[src/rtl/prim_fifo_async_wr_arb_pkg.sv]
// prim_fifo_async_arb_pkg: shared FSM state type and round-robin pick helper for FIFO write arbiters
// Contents: arb_state_e (IDLE/LOCK), rr_res_t (found flag + index), rr_pick(valid, ptr, n).
package prim_fifo_async_arb_pkg;

    typedef enum logic {
        IDLE = 1'b0,
        LOCK = 1'b1
    } arb_state_e;

    localparam int unsigned MaxReq = 32;
    localparam int unsigned PtrW   = $clog2(MaxReq);

    typedef struct packed {
        logic        found;
        logic [31:0] idx;
    } rr_res_t;

    // First set bit of valid at or above ptr, wrapping at n (n need not be a power of two).
    function automatic rr_res_t rr_pick(input logic [MaxReq-1:0] valid, input int unsigned ptr,
                                        input int unsigned n);
        rr_res_t     res;
        int unsigned j;
        res = '0;
        for (int unsigned k = 0; k < MaxReq; k++) begin
            j = ptr + k;
            if (j >= n) j = j - n;
            if (k < n && !res.found && valid[j[PtrW-1:0]]) begin
                res.found = 1'b1;
                res.idx   = j;
            end
        end
        return res;
    endfunction

endpackage

[src/rtl/prim_rr_pick.sv]
// prim_rr_pick: combinational round-robin priority picker
// Ports: valid_i (request vector), ptr_i (highest-priority index),
//        idx_o (chosen index), found_o (any request present).
module prim_rr_pick
    import prim_fifo_async_arb_pkg::*;
#(
    parameter  int unsigned N    = 4,
    localparam int unsigned IdxW = $clog2(N)
) (
    input  logic [N-1:0]    valid_i,
    input  logic [IdxW-1:0] ptr_i,
    output logic [IdxW-1:0] idx_o,
    output logic            found_o
);

    rr_res_t res;

    always_comb begin
        res     = rr_pick(MaxReq'(valid_i), 32'(ptr_i), N);
        found_o = res.found;
        idx_o   = '0;
        for (int i = 0; i < N; i++) idx_o = (res.idx == 32'(i)) ? IdxW'(i) : idx_o;
    end

endmodule

[src/rtl/prim_fifo_async_wr_arb.sv]
// prim_fifo_async_wr_arb: packet-atomic round-robin arbiter sharing one async FIFO write port
// Ports: clk_wr_i/rst_wr_ni (write clock, async active-low reset);
//        req_valid_i/req_last_i/req_data_i/req_ready_o (N requesters, data packed Width each);
//        fifo_wvalid_o/fifo_wready_i/fifo_wdata_o (FIFO write port);
//        gnt_idx_o/gnt_valid_o (current owner).
// Option: PRIM_FIFO_ASYNC_WR_ARB_STATS_EN adds beat_cnt_o, a 16-bit saturating beat count per requester.
module prim_fifo_async_wr_arb
    import prim_fifo_async_arb_pkg::*;
#(
    parameter  int unsigned N        = 4,
    parameter  int unsigned Width    = 16,
    parameter  int unsigned MaxBurst = 8,
    localparam int unsigned IdxW     = $clog2(N),
    localparam int unsigned CntW     = $clog2(MaxBurst + 1)
) (
    input  logic               clk_wr_i,
    input  logic               rst_wr_ni,
    input  logic [N-1:0]       req_valid_i,
    input  logic [N-1:0]       req_last_i,
    input  logic [N*Width-1:0] req_data_i,
    output logic [N-1:0]       req_ready_o,
    output logic               fifo_wvalid_o,
    input  logic               fifo_wready_i,
    output logic [Width-1:0]   fifo_wdata_o,
    output logic [IdxW-1:0]    gnt_idx_o,
    output logic               gnt_valid_o
`ifdef PRIM_FIFO_ASYNC_WR_ARB_STATS_EN
    ,
    output logic [N*16-1:0]    beat_cnt_o
`endif
);

    arb_state_e      state_q, state_d;
    logic [IdxW-1:0] gnt_q, gnt_d, ptr_q, ptr_d, pick_idx;
    logic [CntW-1:0] cnt_q, cnt_d;
    logic            pick_found, lock, own_valid, own_last, beat, rel;

    prim_rr_pick #(.N(N)) u_pick (
        .valid_i (req_valid_i),
        .ptr_i   (ptr_q),
        .idx_o   (pick_idx),
        .found_o (pick_found)
    );

    // Owner mux built from constant selects so non-power-of-two N never indexes out of range.
    always_comb begin
        own_valid    = 1'b0;
        own_last     = 1'b0;
        fifo_wdata_o = '0;
        for (int i = 0; i < N; i++) begin
            own_valid    = (gnt_q == IdxW'(i)) ? req_valid_i[i] : own_valid;
            own_last     = (gnt_q == IdxW'(i)) ? req_last_i[i] : own_last;
            fifo_wdata_o = (gnt_q == IdxW'(i)) ? req_data_i[i*Width +: Width] : fifo_wdata_o;
        end
    end

    assign lock          = state_q == LOCK;
    assign gnt_valid_o   = lock;
    assign gnt_idx_o     = gnt_q;
    assign fifo_wvalid_o = lock & own_valid;
    // Ready depends only on the grant and wready, never on any requester's valid.
    assign req_ready_o   = lock ? (N'(fifo_wready_i) << gnt_q) : '0;
    assign beat          = fifo_wvalid_o & fifo_wready_i;
    assign rel           = beat & (own_last | (cnt_q == CntW'(MaxBurst - 1)));

    always_comb begin
        state_d = state_q;
        gnt_d   = gnt_q;
        ptr_d   = ptr_q;
        cnt_d   = cnt_q;
        if (!lock) begin
            if (pick_found) begin
                state_d = LOCK;
                gnt_d   = pick_idx;
                cnt_d   = '0;
            end
        end else if (rel) begin
            state_d = IDLE;
            ptr_d   = (gnt_q == IdxW'(N - 1)) ? '0 : gnt_q + 1'b1;
            cnt_d   = '0;
        end else if (beat) begin
            cnt_d = cnt_q + 1'b1;
        end
    end

    always_ff @(posedge clk_wr_i or negedge rst_wr_ni) begin
        if (!rst_wr_ni) begin
            state_q <= IDLE;
            gnt_q   <= '0;
            ptr_q   <= '0;
            cnt_q   <= '0;
        end else begin
            state_q <= state_d;
            gnt_q   <= gnt_d;
            ptr_q   <= ptr_d;
            cnt_q   <= cnt_d;
        end
    end

`ifdef PRIM_FIFO_ASYNC_WR_ARB_STATS_EN
    for (genvar i = 0; i < N; i++) begin : g_stats
        logic [15:0] cnt;
        always_ff @(posedge clk_wr_i or negedge rst_wr_ni) begin
            if (!rst_wr_ni) cnt <= '0;
            else if (beat && gnt_q == IdxW'(i) && cnt != 16'hFFFF) cnt <= cnt + 1'b1;
        end
        assign beat_cnt_o[i*16 +: 16] = cnt;
    end
`endif

endmodule

[config.mk]
export PLATFORM = sky130hd
export DESIGN_NAME = prim_fifo_async_wr_arb
export DESIGN_NICKNAME = d
export VERILOG_FILES = /design/src/rtl/prim_fifo_async_wr_arb_pkg.sv /design/src/rtl/prim_rr_pick.sv /design/src/rtl/prim_fifo_async_wr_arb.sv
export SDC_FILE = /design/constraint.sdc
export NUM_CORES = 1
export LEC_CHECK = 0
export BUFFER_PORTS_ARGS = -buffer_cell sky130_fd_sc_hd__buf_2
export CELL_PAD_IN_SITES_DETAIL_PLACEMENT = 1
export CELL_PAD_IN_SITES_GLOBAL_PLACEMENT = 1
export CORE_MARGIN = 8
export CORE_UTILIZATION = 30
export CTS_CLUSTER_DIAMETER = 80
export DETAILED_ROUTE_END_ITERATION = 6
export HOLD_SLACK_MARGIN = 0.08
export PLACE_DENSITY = 0.95
export SYNTH_ARGS = -nofsm -noshare
export SYNTH_HDL_FRONTEND = slang
export SYNTH_SLANG_ARGS = --single-unit
[constraint.sdc]
create_clock -name clk_wr_i -period 3.47 [get_ports clk_wr_i]
set_clock_uncertainty 0.05 [all_clocks]
set_input_delay 0.347 -clock clk_wr_i [delete_from_list [all_inputs] [get_ports clk_wr_i]]
set_output_delay 0.347 -clock clk_wr_i [all_outputs]
set_load 0.05 [all_outputs]
# After elaboration in Yosys (flattened, before gate mapping)
# Cells that the tools add are included.
# totals
regBits	9
latchBits	0
mem_bits_rw	0
mem_bits_ro	0
inputBits	75
out_inout_bits	24
mem_count	0
# op_classes
add_sub_neg	9
n_mul	0
div_mod_pow	0
n_lt_le_gt_ge	8
n_eq_ne	8
shift	1
n_mux	40
bitwise	5
n_reduce_logical	11
# op_table
operator	count
33-bit 2-to-1 mux	4
32-bit 2-to-1 mux	4
32-bit by 3-bit >= comparator with 1-bit output (second input constant)	3
32-bit by 3-bit subtractor with 32-bit output (second input constant)	3
32-bit by 2-bit equality test with 1-bit output (second input constant)	2
16-bit 2-to-1 mux	4
32-bit by 1-bit equality test with 1-bit output (second input constant)	1
5-bit by 6-bit < comparator with 1-bit output (second input constant)	4
1-bit binary-select mux with 5-bit select	4
4-bit 2-to-1 mux	5
1-bit 2-to-1 mux	16
2-bit by 2-bit adder with 3-bit output (second input constant)	2
2-bit 2-to-1 mux	3
2-bit AND reduction	3
4-bit by 1-bit adder with 4-bit output (second input constant)	1
2-bit equality test (second input constant)	2
4-bit by 3-bit equality test with 1-bit output (second input constant)	1
1-bit by 2-bit << shifter with 4-bit output	1
2-bit by 3-bit subtractor with 4-bit output (second input constant)	1
2-bit by 1-bit adder with 3-bit output (second input constant)	1
1-bit bitwise AND	3
2-bit by 3-bit >= comparator with 1-bit output (second input constant)	1
1-bit logical AND	3
1-bit zero test	3
7 further kinds	7

# Logic depth before layout (Yosys ltp)
# Gate-level depths: netlist of the first run.
# depth
word_depth	18
ltp_mapped	10
mapped_depth_nobuf	7

# By module
# A second synthesis of the first run with hierarchy kept.
# hier_totals
hier_cells	203
hier_area_um2	1460.2
# by_module_without_submodules
mod	instances	cells_per_inst	area_per_inst_um2	seq_area_each_um2
prim_fifo_async_wr_arb	1	162	1102.3	225.2
prim_rr_pick	1	41	357.8	0.0

# Worst setup path before layout of the first run
# Ideal clock, no wire load.
# synth_path
path_kind	register to output
start	register gnt_q[1], in the netlist gnt_idx_o[1]
end	output fifo_wdata_o[11]
t_arrival_ns	2.826
t_required_ns	3.073
slack_ns	0.247
stages_incl_launch_ff	9
cell_sequence	dfrtp_1 > inv_1 > ha_1 > clkbuf_2 > clkbuf_1 > nand3b_1 > a21oi_1 > a21oi_1 > o21ai_0
# synth_via
elab_chain_cells	5
elab_cells_between_ends	8
classes_between	eq/ne (3); mux (4); reduce/logical (1)
# synth_lines
item	line	source
from (decl)	prim_fifo_async_wr_arb.sv:34	logic [IdxW-1:0] gnt_q, gnt_d, ptr_q, ptr_d, pick_idx;
from (signal assigned)	prim_fifo_async_wr_arb.sv:94	gnt_q <= gnt_d;
2-bit zero test	prim_fifo_async_wr_arb.sv:53	fifo_wdata_o = (gnt_q == IdxW'(i)) ? req_data_i[i*Width +: Width] : fifo_wdata_o;
16-bit 2-to-1 mux (3 in series)	prim_fifo_async_wr_arb.sv:53	
16-bit 2-to-1 mux *	prim_fifo_async_wr_arb.sv:53	
to (decl)	prim_fifo_async_wr_arb.sv:24	output logic [Width-1:0] fifo_wdata_o,
# Mark *: on every way between the ends. The rest lies on a longest branch, timed or not.

# Worst setup path in the final report of the first run
# layout_path
start	register gnt_q[1], in the netlist gnt_idx_o[1]
end	output fifo_wvalid_o
# layout_via
elab_chain_cells	6
elab_cells_between_ends	9
classes_between	eq/ne (3); mux (4); bitwise (1); reduce/logical (1)
# layout_lines
item	line	source
2-bit zero test	prim_fifo_async_wr_arb.sv:51	own_valid = (gnt_q == IdxW'(i)) ? req_valid_i[i] : own_valid;
1-bit 2-to-1 mux (3 in series)	prim_fifo_async_wr_arb.sv:51	
1-bit 2-to-1 mux *	prim_fifo_async_wr_arb.sv:51	
1-bit bitwise AND *	prim_fifo_async_wr_arb.sv:60	assign fifo_wvalid_o = lock & own_valid;
to (decl)	prim_fifo_async_wr_arb.sv:22	output logic fifo_wvalid_o,
# Marked as above.

==> impl_metrics.toml, run 1 <==
[clock_network]
h-tree-depth = 1
cts_resized = 0
path_clk_slew_ns = 0.05
root_buffer = "clkbuf_8"
cts_buffer_depth = 2
cts.sinks = 9
cts_tree = "built"
insertion_delay_ns = 0.24
cts_buffers = 3

[floorplanning]
die_h_um = 87.92
die_w_um = 87.92
ios = 99
die_area_sq_um = 7729
start_util_pct = 30.77
std_cell_rows = 26
core-area_sq_um = 5042

[yosys]
yosys_register_bits = 9
synth_adder_area_share_pct = 6.452
syn-cell-area_sq_um = 1551
synth_most_common_cell = "nand2_1"
synth_top_area_share_pct = 14.52
synth_edf_count = 0
seq_area_frac_synth_pct = 14.52
synth_mux_area_share_pct = 6.290
async_reset_ff_share_pct = 100.0
synthFlopType = "dfrtp_1"
netlist_top_cells_area = "dfrtp_1 (15%), a21oi_1 (12%), nand3b_1 (11%), nand2_1 (10%), o21ai_0 (7.4%)"
synth_top_family_by_area = "compound AO/OA/AOI/OAI gates"
synth-xor-area-share_pct = 0.5645
synth_nets = 308
synth_cells = 225
postSynthAreaPerCell_sq_um = 6.896
synth-simple-area-share_pct = 29.68
yosysTopAreaCell = "dfrtp_1"
synth_cell_types = 43
synth_common_cells = "nand2_1 (42), a21oi_1 (38), nand3b_1 (23), o21ai_0 (23), inv_1 (11)"
synth_compound_area_share_pct = 32.34
yosysWarnings = 0

[global_routing]
grt_remaining_overflow = 0
grt_max_degree = 37
antenna_found_initial = 0
grt_pass1_vias = 2039
gr-usage-all-layers_pct = 15.81
grt_pass1_wl_um = 9804

[setup_path]
reg2reg_slack_ns = 0.64
cp.depth = 6
arrival_ns = 2.70
crit_path_end = "fifo_wvalid_o"
worst_r2r_startpoint = "gnt_idx_o[1]$_DFFE_PN0P_"
cp_top_family = "adder cells"
worstSetupStartpoint = "gnt_idx_o[1]$_DFFE_PN0P_"
worstPathCellList = "inv_1 -> ha_1 -> a21oi_1 -> a221oi_2 -> o21a_1 -> buf_2"
path_class = "flop to output port"
cp_slowest_cell = "ha_1"
start_kind = "flop"
critPathCaptureType = "output port"
critPathMaxStageDelay_ns = 0.85
timing.critical_path.buf_inv = 2
crit_fanout = 36
reg2reg_to = "cnt_q[3]$_DFFE_PN0P_"
r2r_cells = 7
required_ns = 3.07

[finish]
layout-drive-gt1-share_pct = 36.89
multiInputGateArea_sq_um = 1169
syn2layout_area_growth_pct = 34.76
finalNetCount = 393
num_antenna_cells = 0
fillers = 688
regArea_sq_um = 225.2

[route]
drcViolationCount = 0
drt-total-wl_um = 6451
wl_per_cell_um = 17.02
drtIter0Drc = 40
vias = 2022
first_pass_iters = 4
viasPerCell = 5.335
ant_nets = 0

[timing]
drv_slew = 0
fmax_mhz = 323.1
fin_setup_tns_ns = 0
period_share_pct = 89.19
min_period_ns = 3.095
rsz0062_at_grt = "false"
hold_viol = 0
relSlewSlack_pct = 31.59
tightestPinTransition_ns = 1.026
setup_violations = 0

[min_path]
worstHoldPathType = "input port to asynchronous set/reset pin"

[flow_run]
max-cap-violations = 0

[placed_design]
hpwl_um = 5067
gp_congestion = 0.8684
portBuffers = 98

[power]
ir_drop_uv = 729.7
power_switching_w = 0.001343
finalPower_w = 0.002099
pwr-share-seq_pct = 10.2
power.leakage_nw = 0.9896
clockPowerShare_pct = 6.1
intPower_w = 0.0007568
swShare_pct = 63.95
power.density_nw_per_um2 = 1004
p_comb_share_pct = 83.6

[outcome]
outcome = "finished, final reports clean"
==> layout make-up <==
type,count,share of cell area [%]
Multi-Input combinational cell,183,55.89
Timing Repair Buffer,102,25.01
Inverter,11,1.975
Clock buffer,4,2.154
Sequential cell,9,10.77
Tap cell,70,4.189
==> power by group through the flow <==
stage / clock (W) / sequential [W] / combinational, W
2_1_floorplan: 0 / 0.000236 / 0.00137
4_1_cts: 0.000130 / 0.000214 / 0.00177
3_3_place_gp: 0 / 0.000207 / 0.00170
6_report: 0.000129 / 0.000215 / 0.00176
5_1_grt: 0.000136 / 0.000222 / 0.00189
3_5_place_dp: 0 / 0.000213 / 0.00175
==> what timing repair did <==
item	CTS	global route
hold buffers	1	0
setup buffers	0	0
endpoints found under the hold margin	9	0
==> sequential cells by signal, summed over array words and instances, names as in the netlist <==
register     cells
gnt_idx_o        2
ptr_q            2
gnt_valid_o      1
cnt_q            4
==> worst min-delay path by stage <==
stage	startpoint	to	cells past startpoint
floorplan	rst_wr_ni	cnt_q[0]$_DFFE_PN0P_	0
finish	rst_wr_ni	gnt_idx_o[1]$_DFFE_PN0P_	2
global placement	rst_wr_ni	cnt_q[3]$_DFFE_PN0P_	1
CTS	rst_wr_ni	gnt_idx_o[0]$_DFFE_PN0P_	2
detailed placement	rst_wr_ni	cnt_q[3]$_DFFE_PN0P_	1
global route	rst_wr_ni	gnt_idx_o[1]$_DFFE_PN0P_	2
==> placed cells by master (no fill, tap or decap), types with 2 or more instances in the layout <==
cell type / netlist / final
mux2_2: 4 / 4
nand3b_1: 23 / 23
o31ai_1: 2 / 2
nor4_1: 3 / 3
o21ai_0: 23 / 23
mux2i_1: 3 / 3
a32o_1: 2 / 2
buf_2: 5 / 98
and2_1: 2 / 2
nand2_1: 42 / 42
clkbuf_8: 0 / 3
ha_1: 8 / 8
nor3_1: 5 / 5
a21oi_1: 38 / 38
o21a_1: 2 / 2
nand4_1: 2 / 2
buf_4: 0 / 3
dfrtp_1: 9 / 9
nand3_1: 3 / 3
a221oi_2: 2 / 2
inv_1: 11 / 11
==> through the flow <==
stage                     area, sq um  std cells  utilization (%)  setup WS, ns  hold slack, ns
final                            2091        379            41.46        0.3750          0.4399
after global routing             2091        379            41.46        0.1334          0.4743
after CTS                        2091        379            41.46        0.3691          0.4415
after detailed placement         2036        374            40.37        0.6581          0.1700
after global placement           2036        374            40.37        0.7757          0.1645
after floorplan                  1551        225                -        0.2469        0.001409
==> routing by layer <==
| layer | routed length [um] | share of wire, % | GRT usage (%) | vias to the layer above |
|---|---|---|---|---|
| met5 | 0 | 0 | 0 | - |
| li1 | - | - | - | 976 |
| met1 | 2584 | 40 | 17.35 | 976 |
| met2 | 3390 | 53 | 29.48 | 63 |
| met3 | 406 | 6.3 | 3.283 | 7 |
| met4 | 70 | 1.1 | 4.531 | 0 |
==> cell families after synthesis <==
kind of cell	Yosys count
compound gates	80
xor+xnor	1
fa+ha+maj	8
buf+inv	33
flops	9
mux	8
simple gates	86
No activity file was read; power rests on OpenSTA's default activity.
==> run 2: changes to the inputs <==
--- a/config.mk
+++ b/config.mk
@@ -16,4 +16,5 @@
 export PLACE_DENSITY = 0.95
 export SYNTH_ARGS = -nofsm -noshare
 export SYNTH_HDL_FRONTEND = slang
+export SYNTH_HIERARCHICAL = 1
 export SYNTH_SLANG_ARGS = --single-unit
==> run 2 against run 1 <==
Effect of this change:
- sequential share of layout area is 0.28 points higher
- worst setup slack better by 0.30 ns
- non-clock buffer count is 1 higher
==> impl_metrics.toml, run 2 <==
[outcome]
outcome = "finished, final reports clean"

[placed_design]
gp_congestion = 0.8594
portBuffers = 98
placed_cell_area_sq_um = 1982
placed_cells_incl_taps = 358
hpwl_um = 4752

[global_routing]
grt_pass1_wl_um = 9114
grt_pass1_vias = 1868
gr-usage-met3_pct = 3.056
use_met2_pct = 27.50
grt_max_degree = 35
antenna_found_initial = 0
busiest_layer = "met2"
gr-usage-all-layers_pct = 14.90
grt_remaining_overflow = 0
use_met1_pct = 17.25

[setup_path]
critPathCaptureType = "output port"
required_ns = 3.07
crit_fanout = 20
arrival_ns = 2.39
start_kind = "flop"
path_class = "flop to output port"

[floorplanning]
die_h_um = 85.77
start_util_pct = 30.91
die_w_um = 85.77
core-area_sq_um = 4723
ios = 99
die_area_sq_um = 7356
std_cell_rows = 25

[finish]
finalNetCount = 382
final_core_util_pct = 43.13
final_cell_count_no_fill = 363
layout_commonest_cell = "buf_2"
regMostFlops = "cnt_q"
num_antenna_cells = 0
largest_reg_flops = 4
syn2layout_area_growth_pct = 39.50
final_cell_mix = "buf_2 (98), nand2_1 (30), nor2_1 (22)"
layout-drive-gt1-share_pct = 38.85
design_area_sq_um = 2037

[power]
power.density_nw_per_um2 = 1049
ir_drop_uv = 626.9
power.leakage_nw = 1.034

[route]
ant_nets = 0
viasPerCell = 5.091
first_pass_iters = 4
wl_per_cell_um = 15.91
vias = 1848
drtIter0Drc = 68
drt-total-wl_um = 5777
drcViolationCount = 0

[yosys]
yosysWarnings = 6
synth_nets = 288
netlist_top_cells_area = "dfrtp_1 (15%), ha_1 (8.6%), a22oi_1 (7.7%), nand2_1 (7.7%), a21oi_1 (6.5%)"
synth_most_common_cell = "nand2_1"
synthFlopType = "dfrtp_1"
seq_area_frac_synth_pct = 15.42
synth_cells = 203
synth_common_cells = "nand2_1 (30), nor2_1 (22), a21oi_1 (19)"
yosys_register_bits = 9
synth_top_area_share_pct = 15.42
async_reset_ff_share_pct = 100.0
yosysTopAreaCell = "dfrtp_1"
synth_edf_count = 0
postSynthAreaPerCell_sq_um = 7.193
synth_cell_types = 43
syn-cell-area_sq_um = 1460

[timing]
hold_viol = 0
fin_setup_tns_ns = 0
drv_slew = 0
tightestPinTransition_ns = 0.7103
fmax_mhz = 358.3
setup_violations = 0
whs_ns = 0.4499
min_period_ns = 2.791
rsz0062_at_grt = "false"
period_share_pct = 80.44
relSlewSlack_pct = 52.28

[clock_network]
cts.sinks = 9
cts_buffer_depth = 2
h-tree-depth = 1
holdBufCountCts = 1
cts_tree = "built"
cts_resized = 0
cts_buffers = 3
postCtsSetupRepairBufs = 0
insertion_delay_ns = 0.23
root_buffer = "clkbuf_8"
path_clk_slew_ns = 0.05

[min_path]
worstHoldPathType = "input port to asynchronous set/reset pin"

[flow_run]
max-cap-violations = 0
==> run 2: cells by family (layout without fill, tap and decap cells) <==
family	count (synthesis)	in the layout	share of synthesized area, %
adder cells (fa/ha/maj)	10	10	8.569
buffers and inverters	21	114	7.455
AO/OA/AOI/OAI	70	70	31.02
multiplexers	9	9	8.569
flip-flops	9	9	15.42
AND/OR/NAND/NOR	84	84	28.96
==> run 2: per-layer routing <==
metal / share of wire [%] / vias up
li1: - / 919
met1: 42 / 859
met2: 52 / 66
met3: 6.0 / 4
met4: 0.54 / 0
met5: 0 / -
==> run 2: power by group <==
| part | internal (W) | total [W] | leakage, nW | switching (W) |
|---|---|---|---|---|
| clock | 0.0000804 | 0.000126 | 0.0228 | 0.0000455 |
| combinational | 0.000559 | 0.00176 | 0.903 | 0.00120 |
| sequential | 0.000150 | 0.000248 | 0.109 | 0.0000982 |
| total | 0.000790 | 0.00214 | 1.03 | 0.00135 |
==> run 2: area by class of cell <==
type	count	area, sq um
fill	630	2686
multi-input combinational	173	1126
clock buffer	4	45.04
timing repair buffer	103	530.5
tap	67	83.83
inverter	7	26.28
sequential	9	225.2
==> run 2: worst max-delay path, cell delays in order (launching register included) <==
cell and delay (ns):
dfrtp_1 0.44, inv_1 0.14, ha_1 0.24, buf_4 0.21, nor2b_1 0.19, buf_4 0.23, a22oi_1 0.09, nor2_1 0.11
a21oi_1 0.05, o21ai_0 0.16, buf_2 0.29
==> run 2: path summary, 6_finish.rpt <==
check | from | endpoint | slack [ns] | depth (start not counted)
max in group asynchronous | rst_wr_ni | ptr_q[0]$_DFFE_PN0P_ | 2.73 | 2
worst min-delay path | rst_wr_ni | cnt_q[0]$_DFFE_PN0P_ | 0.45 | 2
worst min register to register | cnt_q[0]$_DFFE_PN0P_ | cnt_q[0]$_DFFE_PN0P_ | 0.50 | 1
worst max-delay path | gnt_idx_o[1]$_DFFE_PN0P_ | fifo_wdata_o[11] | 0.68 | 10
worst max register to register | ptr_q[0]$_DFFE_PN0P_ | gnt_idx_o[1]$_DFFE_PN0P_ | 0.68 | 8
min in group clk_wr_i | cnt_q[0]$_DFFE_PN0P_ | cnt_q[0]$_DFFE_PN0P_ | 0.50 | 1
==> run 2: metrics by stage <==
step / power (W) / worst slack, ns
floorplan: 0.001630 / 0.02352
global placement: 0.001959 / 0.9423
detailed placement: 0.002016 / 0.7933
CTS: 0.002151 / 0.6624
global route: 0.002295 / 0.4775
finish: 0.002137 / 0.6788
